File: config.mk
export PLATFORM = sky130hd
export DESIGN_NAME = sync_fifo_buffer
export DESIGN_NICKNAME = d
export VERILOG_FILES = /design/src/rtl/sync_fifo_buffer_pkg.sv /design/src/rtl/sync_fifo_buffer.sv
export SDC_FILE = /design/constraint.sdc
export NUM_CORES = 1
export LEC_CHECK = 0
export CELL_PAD_IN_SITES_DETAIL_PLACEMENT = 1
export CELL_PAD_IN_SITES_GLOBAL_PLACEMENT = 2
export CORE_MARGIN = 2
export CORE_UTILIZATION = 52
export DETAILED_ROUTE_END_ITERATION = 10
export HOLD_SLACK_MARGIN = 0.15
export PLACE_DENSITY_LB_ADDON = 0.1
export SLEW_MARGIN = 20
export SYNTH_ARGS = -nofsm -noshare
export SYNTH_HDL_FRONTEND = slang
export SYNTH_SLANG_ARGS = --single-unit
File: constraint.sdc
create_clock -name clk_i -period 4.1 [get_ports clk_i]
set_clock_uncertainty 0.05 [all_clocks]
set_input_delay 1.23 -clock clk_i [delete_from_list [all_inputs] [get_ports clk_i]]
set_output_delay 1.23 -clock clk_i [all_outputs]
set_load 0.01 [all_outputs]
File: src/rtl/sync_fifo_buffer_pkg.sv
// Shared UART buffering constants; instantiating blocks pass these as FIFO_DEPTH.
package sync_fifo_buffer_pkg;

    localparam int TX_FIFO_DEPTH = 32;
    localparam int RX_FIFO_DEPTH = 16;

endpackage

File: src/rtl/sync_fifo_buffer.sv
// Single-clock FIFO with first-word-fall-through (0-cycle) or registered (1-cycle) read.
// Writes while full and reads while empty are dropped; the flags let each side throttle.
module sync_fifo_buffer
    import sync_fifo_buffer_pkg::*;
#(
    parameter int DATA_WIDTH = 8,
    parameter int FIFO_DEPTH = TX_FIFO_DEPTH,
    parameter int FWFT       = 1
) (
    input  logic                  clk_i,
    input  logic                  rst_i,
    input  logic [DATA_WIDTH-1:0] wr_data_i,
    input  logic                  write_i,
    input  logic                  read_i,
    output logic [DATA_WIDTH-1:0] rd_data_o,
    output logic                  full_o,
    output logic                  empty_o
);

    localparam int AW = $clog2(FIFO_DEPTH);

    logic [AW:0]           wr_ptr_q, wr_ptr_d;
    logic [AW:0]           rd_ptr_q, rd_ptr_d;
    logic [DATA_WIDTH-1:0] mem_q [FIFO_DEPTH];
    logic                  wr_en;
    logic                  rd_en;
    logic [DATA_WIDTH-1:0] head_dat;

    // The MSB is a wrap bit: equal indices with differing wrap bits mean full.
    assign empty_o  = (wr_ptr_q == rd_ptr_q);
    assign full_o   = (wr_ptr_q[AW-1:0] == rd_ptr_q[AW-1:0]) &&
                      (wr_ptr_q[AW] != rd_ptr_q[AW]);
    assign wr_en    = write_i && !full_o;
    assign rd_en    = read_i && !empty_o;
    assign head_dat = mem_q[rd_ptr_q[AW-1:0]];

    always_comb begin
        wr_ptr_d = wr_ptr_q;
        rd_ptr_d = rd_ptr_q;
        if (wr_en) begin
            wr_ptr_d = wr_ptr_q + {{AW{1'b0}}, 1'b1};
        end
        if (rd_en) begin
            rd_ptr_d = rd_ptr_q + {{AW{1'b0}}, 1'b1};
        end
    end

    always_ff @(posedge clk_i or posedge rst_i) begin
        if (rst_i) begin
            wr_ptr_q <= '0;
            rd_ptr_q <= '0;
        end else begin
            wr_ptr_q <= wr_ptr_d;
            rd_ptr_q <= rd_ptr_d;
        end
    end

    always_ff @(posedge clk_i) begin
        if (wr_en) begin
            mem_q[wr_ptr_q[AW-1:0]] <= wr_data_i;
        end
    end

    generate
        if (FWFT != 0) begin : g_fwft
            // Head word is presented directly; forced to zero so an empty FIFO never leaks stale data.
            assign rd_data_o = empty_o ? '0 : head_dat;
        end else begin : g_std
            logic [DATA_WIDTH-1:0] rd_data_q, rd_data_d;

            always_comb begin
                rd_data_d = rd_data_q;
                if (rd_en) begin
                    rd_data_d = head_dat;
                end
            end

            always_ff @(posedge clk_i or posedge rst_i) begin
                if (rst_i) begin
                    rd_data_q <= '0;
                end else begin
                    rd_data_q <= rd_data_d;
                end
            end

            assign rd_data_o = rd_data_q;
        end
    endgenerate

endmodule

==> impl_metrics.env <==
export IMPL_outcome="complete, but fails checks"
export IMPL_swShare=0.322
export IMPL_hp_class="reg -> reg"
export IMPL_cts_tree="done"
export IMPL_grt_setup_unrepaired="yes"
export IMPL_synth_area_top_cells="edfxtp_1, mux4_1, mux2i_1, dfrtp_1, mux4_2"
export IMPL_drive_above_1_share=0.227
export IMPL_critPathMaxStageDelay_ps=520
export IMPL_drtIter0Drc=450
export IMPL_power_frac_clock=0.264
export IMPL_post_drt_wl_per_cell_um=27.9
export IMPL_max_clock_freq_mhz=243
export IMPL_antenna_cells=0
export IMPL_initial_utilization=0.532
export IMPL_finalHoldViolCount=0
export IMPL_numPortBuffers=21
export IMPL_synth_edf_count=256
export IMPL_cp_slowest_cell="dfrtp_4"
export IMPL_finalCritPeriodShare=1.00
export IMPL_clkLatencyLatePin_ps=520
export IMPL_grt_first_pass_wirelength_mm=39.0
export IMPL_violations="negative setup slack"
export IMPL_pwr_share_comb=0.360
export IMPL_dp_hpwl_mm=15.8
export IMPL_worst_setup_path_start_kind="flip-flop"
export IMPL_nets=673
export IMPL_clockBufferDepth=3
export IMPL_setup_viol_count_final=1
export IMPL_fp_dieH_um=148
export IMPL_avgSynthCellArea_um2=19.3
export IMPL_grt_usage=0.244
export IMPL_fp_coreArea_um2=20400
export IMPL_dr_max_layer_used="met4"
export IMPL_ys_warn_count=0
export IMPL_p_sw_uw=2870
export IMPL_synth_top_area_frac=0.709
export IMPL_power_leakage_uw=0.00444
export IMPL_hold_ws_ps=451
export IMPL_crit_family="buffers and inverters"
export IMPL_htreeDepth=1
export IMPL_max_cap_violations=0
export IMPL_synth_commonest_cells="edfxtp_1, mux2i_1, nor2_1"
export IMPL_layout_min_cycle_time_ps=4110
export IMPL_wl_met3_mm=1.23
export IMPL_cp_data_required_time_ps=2820
export IMPL_cp_buffers_inverters=5
export IMPL_pin_count=22
export IMPL_numCtsBuffers=26
export IMPL_slew_headroom=0.598
export IMPL_rows=52
export IMPL_ys_types=46
export IMPL_path_max_fanout=20
export IMPL_slew_viol_final=0
export IMPL_critical_path_most_common_cell="buf_12"
export IMPL_setup_tns_ps=-8.00
export IMPL_async_flop_share=0.0448
export IMPL_synth_most_common_cell="edfxtp_1"
export IMPL_p_per_area_nw_per_um2=696
export IMPL_ir_worst_vdd_mv=0.440
export IMPL_pwr_share_seq=0.375
export IMPL_crit_type="reg -> out"
export IMPL_total_power_uw=8920
export IMPL_drc=0
export IMPL_cellInternalPower_uw=6050
export IMPL_cts_sinks=268
export IMPL_synth_top_cell_by_area="edfxtp_1"
export IMPL_synthCells=563
export IMPL_grt_pass1_vias=6204
export IMPL_drt_total_wl_mm=26.3
export IMPL_synth_flop_cell="edfxtp_1"
export IMPL_ant_nets=0
export IMPL_ys_seq_area_frac=0.737
export IMPL_worstPathCellList="buf_12, buf_12, buf_16, mux2i_1, o22ai_1, a2111oi_4, buf_4, a211oi_2, dlygate4sd2_1"
export IMPL_wl_met2_mm=14.1
export IMPL_path_clk_slew_ps=60
export IMPL_viasPerCell=6.05
export IMPL_ys_ff_latch=268
export IMPL_die_x_um=148
export IMPL_met1Wirelength_mm=10.3
export IMPL_syn_to_final_growth_pct=18.1
export IMPL_netlist_area_um2=10800
export IMPL_tightest_slew_ps=602
export IMPL_overflow=0
export IMPL_fp_dieArea_um2=22000
export IMPL_grt_max_degree=33
export IMPL_routed_via_count=5717
export IMPL_critPathCaptureType="output pin"
export IMPL_cts_root_buffer="clkbuf_16"
export IMPL_worst_slack_ps=-8.00
export IMPL_finalWeightedCongestion=0.813
export IMPL_antenna_found_initial=0
export IMPL_first_pass_iters=7
export IMPL_crit_arrival_ps=2830
export IMPL_syn_nets=580
-- layout by cell type (no fill, tap or decap), types with 2 or more instances in the layout --
cell type	count
or3_1	2
a211oi_1	4
a2111oi_2	3
ha_1	5
nand4_1	2
xor2_1	9
inv_1	5
edfxtp_1	256
and3_1	2
buf_4	64
nand3b_1	3
dlygate4sd2_1	6
xnor2_1	7
or3b_2	2
nand2_2	4
o221ai_1	8
clkinv_1	5
a21oi_2	3
mux2i_1	47
a211oi_2	4
mux4_1	28
clkinv_2	4
a221oi_2	4
clkdlybuf4s50_1	13
mux4_2	12
bufinv_16	3
a221oi_1	4
nand3_1	2
clkbuf_16	27
a2111oi_4	5
nand2_1	24
a21oi_1	13
o21ai_1	8
o22ai_1	7
buf_16	2
dfrtp_1	11
clkbuf_1	8
buf_12	5
nor2_1	36
-- power groups by stage --
| stage | clock network [uW] | registers (uW) | logic (uW) |
|---|---|---|---|
| after floorplan | 0 | 3340 | 1820 |
| after global placement | 0 | 3430 | 2700 |
| after detailed placement | 0 | 3440 | 2790 |
| after CTS | 2390 | 3340 | 3060 |
| after global routing | 2510 | 3360 | 3400 |
| final | 2360 | 3340 | 3210 |
-- layer usage --
layer  GRT usage  vias to the layer above
met1       0.312                     3024
met4      0.0657                        0
met5           0                        -
met3      0.0340                       47
li1            -                     2479
met2       0.442                      167
-- cell families after synthesis --
logic type,count (synthesis),share of synthesized area
AOI/OAI and AO/OA,66,0.0435
adders and majority gates,5,0.00577
buffers and inverters,34,0.0272
and+or+nand+nor,85,0.0351
muxes,89,0.139
xor gates and xnor gates,16,0.0129
DFF,268,0.737
-- flip-flops by register name, indices dropped and copies added (netlist names) --
register  cells
mem_q       256
wr_ptr_q      6
rd_ptr_q      6
-- final cells by class --
type	instances	area, um^2
sequential	268	7990
fill	1711	7560
multi-input combinational	261	2740
timing repair buffer	94	885
clock buffer	35	706
tap	270	338
clock inverter	12	129
inverter	5	18.8
-- worst reg2reg max path, stage by stage (launching register included) --
cell	delay [ps]
dfrtp_1	440
buf_4	280
xor2_1	190
nor2_1	100
a31oi_2	460
nand2_1	440
nor2_1	270
buf_4	230
-- per-stage QoR --
step / cells / util / worst slack (ps) / cell area (um^2)
3_5_place_dp: 893 / 0.573 / -74.4 / 11700
3_3_place_gp: 893 / 0.573 / -84.4 / 11700
4_1_cts: 944 / 0.623 / -9.59 / 12700
5_1_grt: 945 / 0.629 / -97.6 / 12800
2_1_floorplan: 563 / - / 1040 / 10800
6_report: 945 / 0.629 / -8.00 / 12800
-- worst paths after layout --
check                       startpoint            to  slack, ps  depth (start not counted)
max reg2reg                rd_ptr_q[1]  mem_q[17][1]       1350                          7
max                        rd_ptr_q[0]  rd_data_o[0]         -8                          9
min                        wr_ptr_q[5]   wr_ptr_q[5]        450                          1
max in group asynchronous        rst_i   rd_ptr_q[0]       2670                          2
min reg2reg                wr_ptr_q[5]   wr_ptr_q[5]        450                          1
min in group asynchronous        rst_i   wr_ptr_q[0]        970                          2
-- repair_timing --
action | in CTS | in global routing
endpoints found under the hold margin | 0 | 0
pin swaps | 5 | 8
setup endpoints to repair | 9 | 9
gates cloned | 1 | 0
resized for setup | 32 | 24
setup buffers | 3 | 1
hold buffers | 0 | 0
Note: power is estimated with default switching activity, not from simulation.
